==> src/rtl/ext_pkg.sv <==
// Mode encodings shared by the immediate/target generator and its decoder.
package ext_pkg;

  localparam int unsigned EXT_MODE_W = 3;

  localparam logic [EXT_MODE_W-1:0] EXT_SEXT     = 3'd0;
  localparam logic [EXT_MODE_W-1:0] EXT_ZEXT     = 3'd1;
  localparam logic [EXT_MODE_W-1:0] EXT_LUI      = 3'd2;
  localparam logic [EXT_MODE_W-1:0] EXT_SEXT_SHL = 3'd3;
  localparam logic [EXT_MODE_W-1:0] EXT_BRANCH   = 3'd4;
  localparam logic [EXT_MODE_W-1:0] EXT_JUMP     = 3'd5;

endpackage

==> src/rtl/skid_buf.sv <==
// Two-entry valid/ready buffer. in_ready comes straight from a flop so no
// combinational path runs from out_ready back to the producer.
module skid_buf #(
  parameter int unsigned W = 33
) (
  input  logic         clk,
  input  logic         rst_n,
  input  logic         flush,
  input  logic         in_valid,
  output logic         in_ready,
  input  logic [W-1:0] in_data,
  output logic         out_valid,
  input  logic         out_ready,
  output logic [W-1:0] out_data
);

  typedef enum logic [1:0] {StEmpty, StOne, StTwo} state_e;

  state_e       state_q;
  logic [W-1:0] main_q;
  logic [W-1:0] skid_q;
  logic         in_ready_q;
  logic         accept;

  assign accept = in_valid && in_ready_q;

  always_ff @(posedge clk or negedge rst_n) begin
    if (!rst_n) begin
      state_q    <= StEmpty;
      main_q     <= '0;
      skid_q     <= '0;
      in_ready_q <= 1'b1;
    end else if (flush) begin
      // Squash wins over any same-cycle accept or consume.
      state_q    <= StEmpty;
      in_ready_q <= 1'b1;
    end else begin
      unique case (state_q)
        StEmpty: begin
          if (accept) begin
            main_q  <= in_data;
            state_q <= StOne;
          end
        end
        StOne: begin
          if (accept && out_ready) begin
            main_q <= in_data;
          end else if (accept) begin
            skid_q     <= in_data;
            state_q    <= StTwo;
            in_ready_q <= 1'b0;
          end else if (out_ready) begin
            state_q <= StEmpty;
          end
        end
        StTwo: begin
          if (out_ready) begin
            main_q     <= skid_q;
            state_q    <= StOne;
            in_ready_q <= 1'b1;
          end
        end
        default: begin
          state_q    <= StEmpty;
          in_ready_q <= 1'b1;
        end
      endcase
    end
  end

  assign in_ready  = in_ready_q;
  assign out_valid = (state_q != StEmpty);
  assign out_data  = main_q;

endmodule

==> src/rtl/imm_ext_pipe.sv <==
// Decode-stage immediate / branch / jump target generator with a registered
// two-entry output buffer and synchronous flush.
module imm_ext_pipe
  import ext_pkg::*;
#(
  parameter int unsigned DATA_W = 32,
  parameter int unsigned IMM_W  = 16,
  parameter int unsigned JIDX_W = 26,
  parameter int unsigned SHAMT  = 2
) (
  input  logic                  clk,
  input  logic                  rst_n,
  input  logic                  in_valid,
  output logic                  in_ready,
  input  logic [EXT_MODE_W-1:0] in_mode,
  input  logic [IMM_W-1:0]      in_imm,
  input  logic [JIDX_W-1:0]     in_jidx,
  input  logic [DATA_W-1:0]     in_pc4,
  input  logic                  flush,
  output logic                  out_valid,
  input  logic                  out_ready,
  output logic [DATA_W-1:0]     out_data,
  output logic                  out_err
);

  if (IMM_W > DATA_W) begin : gen_bad_imm_w
    $error("imm_ext_pipe: IMM_W must not exceed DATA_W");
  end
  if (JIDX_W + SHAMT > DATA_W) begin : gen_bad_jidx_w
    $error("imm_ext_pipe: JIDX_W + SHAMT must not exceed DATA_W");
  end

  // Bits of the target supplied by jidx and the shift; the rest come from pc4.
  localparam logic [DATA_W-1:0] JumpLowMask = {DATA_W{1'b1}} >> (DATA_W - JIDX_W - SHAMT);

  logic [DATA_W-1:0] sext;
  logic [DATA_W-1:0] zext;
  logic [DATA_W-1:0] sext_shl;
  logic [DATA_W-1:0] res;
  logic              res_err;
  logic [DATA_W:0]   buf_out;

  assign sext     = DATA_W'(signed'(in_imm));
  assign zext     = DATA_W'(in_imm);
  assign sext_shl = sext << SHAMT;

  always_comb begin
    res     = '0;
    res_err = 1'b0;
    case (in_mode)
      EXT_SEXT:     res = sext;
      EXT_ZEXT:     res = zext;
      EXT_LUI:      res = zext << (DATA_W - IMM_W);
      EXT_SEXT_SHL: res = sext_shl;
      EXT_BRANCH:   res = in_pc4 + sext_shl;
      EXT_JUMP:     res = (in_pc4 & ~JumpLowMask) | (DATA_W'(in_jidx) << SHAMT);
      default: begin
        res     = '0;
        res_err = 1'b1;
      end
    endcase
  end

  skid_buf #(
    .W(DATA_W + 1)
  ) u_skid_buf (
    .clk      (clk),
    .rst_n    (rst_n),
    .flush    (flush),
    .in_valid (in_valid),
    .in_ready (in_ready),
    .in_data  ({res_err, res}),
    .out_valid(out_valid),
    .out_ready(out_ready),
    .out_data (buf_out)
  );

  assign out_err  = buf_out[DATA_W];
  assign out_data = buf_out[DATA_W-1:0];

endmodule

==> config.mk <==
export PLATFORM = sky130hd
export DESIGN_NAME = imm_ext_pipe
export DESIGN_NICKNAME = d
export VERILOG_FILES = /design/src/rtl/ext_pkg.sv /design/src/rtl/skid_buf.sv /design/src/rtl/imm_ext_pipe.sv
export SDC_FILE = /design/constraint.sdc
export NUM_CORES = 1
export LEC_CHECK = 0
export CAP_MARGIN = 20
export CELL_PAD_IN_SITES_DETAIL_PLACEMENT = 0
export CELL_PAD_IN_SITES_GLOBAL_PLACEMENT = 2
export CORE_ASPECT_RATIO = 0.8
export CORE_MARGIN = 1.5
export CORE_UTILIZATION = 33
export CTS_BUF_LIST = sky130_fd_sc_hd__clkbuf_4 sky130_fd_sc_hd__clkbuf_8 sky130_fd_sc_hd__clkbuf_16
export CTS_CLUSTER_SIZE = 20
export DETAILED_ROUTE_END_ITERATION = 10
export MAX_ROUTING_LAYER = met4
export PLACE_DENSITY = 0.89
export SYNTH_ARGS = -nofsm -noshare
export SYNTH_HDL_FRONTEND = slang
export SYNTH_HIERARCHICAL = 1
export SYNTH_SLANG_ARGS = --single-unit
==> constraint.sdc <==
create_clock -name clk -period 3.18 [get_ports clk]
set_clock_uncertainty 0.15 [all_clocks]
set_input_delay 0.477 -clock clk [delete_from_list [all_inputs] [get_ports clk]]
set_output_delay 0.477 -clock clk [all_outputs]
set_load 0.01 [all_outputs]
==> results of run 1 <==
## cells in the mapped netlist, types with 2 or more instances
master    instances
buf_1             2
a21o_1           13
o21ai_2           3
xor2_1           11
nand3_1          12
buf_2            12
or2_2             3
o21a_1            2
and3_1            4
dfrtp_1          68
a211o_1           2
o21bai_1          7
o21ai_1          36
and2_1            4
inv_1            15
mux2i_1          38
a31oi_1           2
clkbuf_1         25
nor2b_1          32
nand2b_1          5
nor2_1           32
o31ai_1           4
a21boi_0          2
ha_1             29
nand4_1           4
nand2_1          67
xnor2_1          11
o22ai_1           2
nor3_1            4
o221ai_1          9
a21oi_1          70
mux2_2           34
o21ai_0          40
## through the flow
step	TNS, ps	hold slack (ps)	instances
floorplan	0	31.4	636
global placement	-16860	319	1048
detailed placement	-19300	325	1048
CTS	0	60.6	1069
global route	-295	114	1072
finish	0	51.3	1072
## routing by layer
layer | vias to the layer above | global-route usage (%) | part of all wire (%)
li1 | 2717 | - | -
met1 | 2575 | 31.1 | 52
met2 | 128 | 30.0 | 42
met3 | 17 | 2.52 | 4.0
met4 | 0 | 4.99 | 1.3
met5 | - | - | 0
## critical path, stage by stage
cell and delay, ps:
clkdlybuf4s50_1 530, ha_4 230, a21oi_2 200, nand2_2 100
a211o_4 380, a211o_4 370, a41o_2 260, xnor2_1 120
o21ai_1 310, mux2i_1 130, o21ai_1 130
## worst paths after layout
path	startpoint	to	slack, ps	depth (start not counted)
max	in_imm[4]	u_skid_buf/out_data[29]$_DFFE_PN0P_	40	11
min	rst_n	u_skid_buf/out_data[2]$_DFFE_PN0P_	50	1
max reg2reg	u_skid_buf/state_q[0]$_DFFE_PN0P_	u_skid_buf/out_data[12]$_DFFE_PN0P_	1090	5
min reg2reg	u_skid_buf/out_data[15]$_DFFE_PN0P_	u_skid_buf/out_data[15]$_DFFE_PN0P_	330	2
max in group asynchronous	rst_n	u_skid_buf/skid_q[4]$_DFFE_PN0P_	2170	2
min in group clk	u_skid_buf/out_data[15]$_DFFE_PN0P_	u_skid_buf/out_data[15]$_DFFE_PN0P_	330	2
## where the power goes
| group | switching [mW] | internal (mW) | total, mW |
|---|---|---|---|
| clock network | 0.332 | 0.635 | 0.967 |
| logic | 0.617 | 0.746 | 1.36 |
| registers | 0.112 | 1.09 | 1.20 |
| total | 1.06 | 2.47 | 3.53 |
## state kept, by name, indices dropped and copies added (netlist names)
| signal | cells |
|---|---|
| u_skid_buf/in_ready | 1 |
| u_skid_buf/out_data | 33 |
| u_skid_buf/skid_q | 33 |
| u_skid_buf/state_q | 2 |
## layout make-up
| cell class | instances | area (um2) | share of cell area, % |
|---|---|---|---|
| Clock inverter | 2 | 35.0 | 0.427 |
| Clock buffer | 13 | 255 | 3.11 |
| Tap cell | 215 | 269 | 3.28 |
| Timing Repair Buffer | 246 | 2160 | 26.3 |
| Sequential cell | 69 | 1730 | 21.0 |
| Multi-Input combinational cell | 512 | 3710 | 45.2 |
| Inverter | 15 | 56.3 | 0.686 |
## what timing repair did
action,in CTS,in global routing
gates cloned,0,0
buffers inserted,7,2
setup endpoints to repair,36,32
pin swaps,24,24
gates resized for setup,31,26
## cells by family (layout without fill, tap and decap cells)
group	Yosys count	in the layout	share of synthesized area [%]
muxes	73	73	14.3
and+or+nand+nor	175	175	15.5
xor gates and xnor gates	22	22	3.53
buffers and inverters	55	276	4.13
DFF	69	69	31.7
AOI/OAI and AO/OA	212	212	23.8
adders and majority gates	30	30	7.02
==> summary.md, run 1 <==
| Metric | Value |
|---|---|
| Status | `complete, no violations` |
| Mean post-synth cell area | `8.58 um2` |
| Min-delay worst type | `input pin to asynchronous set/reset pin` |
| Number of global-route vias before repair | `5,275` |
| Core Region | `about 16,000 um2` |
| # nets final | `965` |
| Clock buffer depth | `2` |
| Most common cell after layout, fill and taps aside | `buf_4` |
| Largest net degree at the start of global routing | `67` |
| Clock latency on the worst-skew pair | `roughly 330 ps` |
| Placer's final routability congestion estimate | `0.922` |
| Synth cell types | `65` |
| Die Wd | `147 um` |
| Cell Area, Placed | `between 7000 and 8000 um2` |
| Synthesized flop and latch total | `69` |
| DRT Pass-1 Iters | `4` |
| Setup WS post-layout | `44.3 ps` |
| Layout cells sized above 1 | `26.5%` |
| Max Cap Viol | `0` |
| Commonest non-fill, non-tap cells in the layout | `buf_4, clkdlybuf4s50_1, dfrtp_1` |
| Num CTS Buffers | `9` |
| Synth warn | `6` |
| Worst EP required | `around 3300 ps` |
| Dominant cell type by area after synthesis | `dfrtp_1` |
| Slew Viols, Final | `0` |
| Asr flop ratio synth | `100%` |
| Final ANT Viol Nets | `0` |
| Maximum vdd drop | `roughly 0.00021 V` |
| Critical Path AT | `between 3000 and 4000 ps` |
| Fin. Hold Viols | `0` |
| Actual slew at the worst max-slew pin | `717 ps` |
| Hold buffers post-CTS | `0` |
| CP Class | `input pin to flop` |
| Final setup viols | `0` |
| N_diodes | `0` |
| Final Cycle Share | `98.6%` |
| Starting density of the core | `34.2%` |
| DR iter-0 viols | `285` |
| Total vias in the final route | `5,437` |
| Area Overhead vs Synth | `50.5%` |
| Die area | `17,300 um2` |
| RSZ-0062 raised after global routing | `true` |
| Syn_nets | `748` |
| Pre-CTS WS | `-592 ps` |
| DR WL/cell | `about 16 um` |
| Max Clock Freq | `~0.32 GHz` |
| WL final | `17,600 um` |
| Synth top area cells | `dfrtp_1, mux2_2, mux2i_1, ha_1, a21oi_1` |
| Synth top area share | `around 31%` |
| Post-DP HPWL | `14,100 um` |
| Initial antenna violation count | `0` |
| Overall die height | `118 um` |
| Gr ovfl total | `0` |
| CTS root buf | `clkbuf_16` |
| CTS tree | `yes` |
| Design area | `between 8000 and 9000 um2` |
| DRC violations left | `0` |
| Global-route wire length before repair | `roughly 28,000 um` |
| Num Clock Sinks | `slightly below 70` |
| Largest fanout on the critical path | `3` |
| GRT Total Usage | `approximately a fifth` |
| P per Cell Area | `430 nW/um2` |
| Post-Syn Instances | `636` |
| Fill count | `1,509` |
| Worst rel slew slack | `52.2%` |
| LEAKAGE | `about 3.6 nW` |
| Row cnt | `41` |
| IO Port Bufs | `116` |
| Final Power | `3.53 mW` |
| Top FF cell, synth | `dfrtp_1` |
| H-tree lvl count | `3` |
| Sequential area share after synthesis | `a little under a third` |
| Synthesized cell area | `5460 um2` |
| Endpoint class of the critical path | `flop` |
| I/O Pins | `roughly 120` |
| Clock slew at reported path FFs | `50 ps` |
| Post-synth EDFFs | `0` |
| Via-per-instance ratio | `5.07` |
| Crit path time final | `3140 ps` |
| Final Util | `between 50 and 60%` |
| CP startpoint kind | `input pin` |
Power figures use the tool's default switching activity.
==> run 2: changes to the inputs <==
--- a/config.mk
+++ b/config.mk
@@ -12,6 +12,7 @@
 export CORE_MARGIN = 1.5
 export CORE_UTILIZATION = 33
 export CTS_BUF_LIST = sky130_fd_sc_hd__clkbuf_4 sky130_fd_sc_hd__clkbuf_8 sky130_fd_sc_hd__clkbuf_16
+export CTS_CLUSTER_DIAMETER = 80
 export CTS_CLUSTER_SIZE = 20
 export DETAILED_ROUTE_END_ITERATION = 10
 export MAX_ROUTING_LAYER = met4
==> results of run 2 <==
No change in the layout: final DEF, timing and power equal those of run 1.
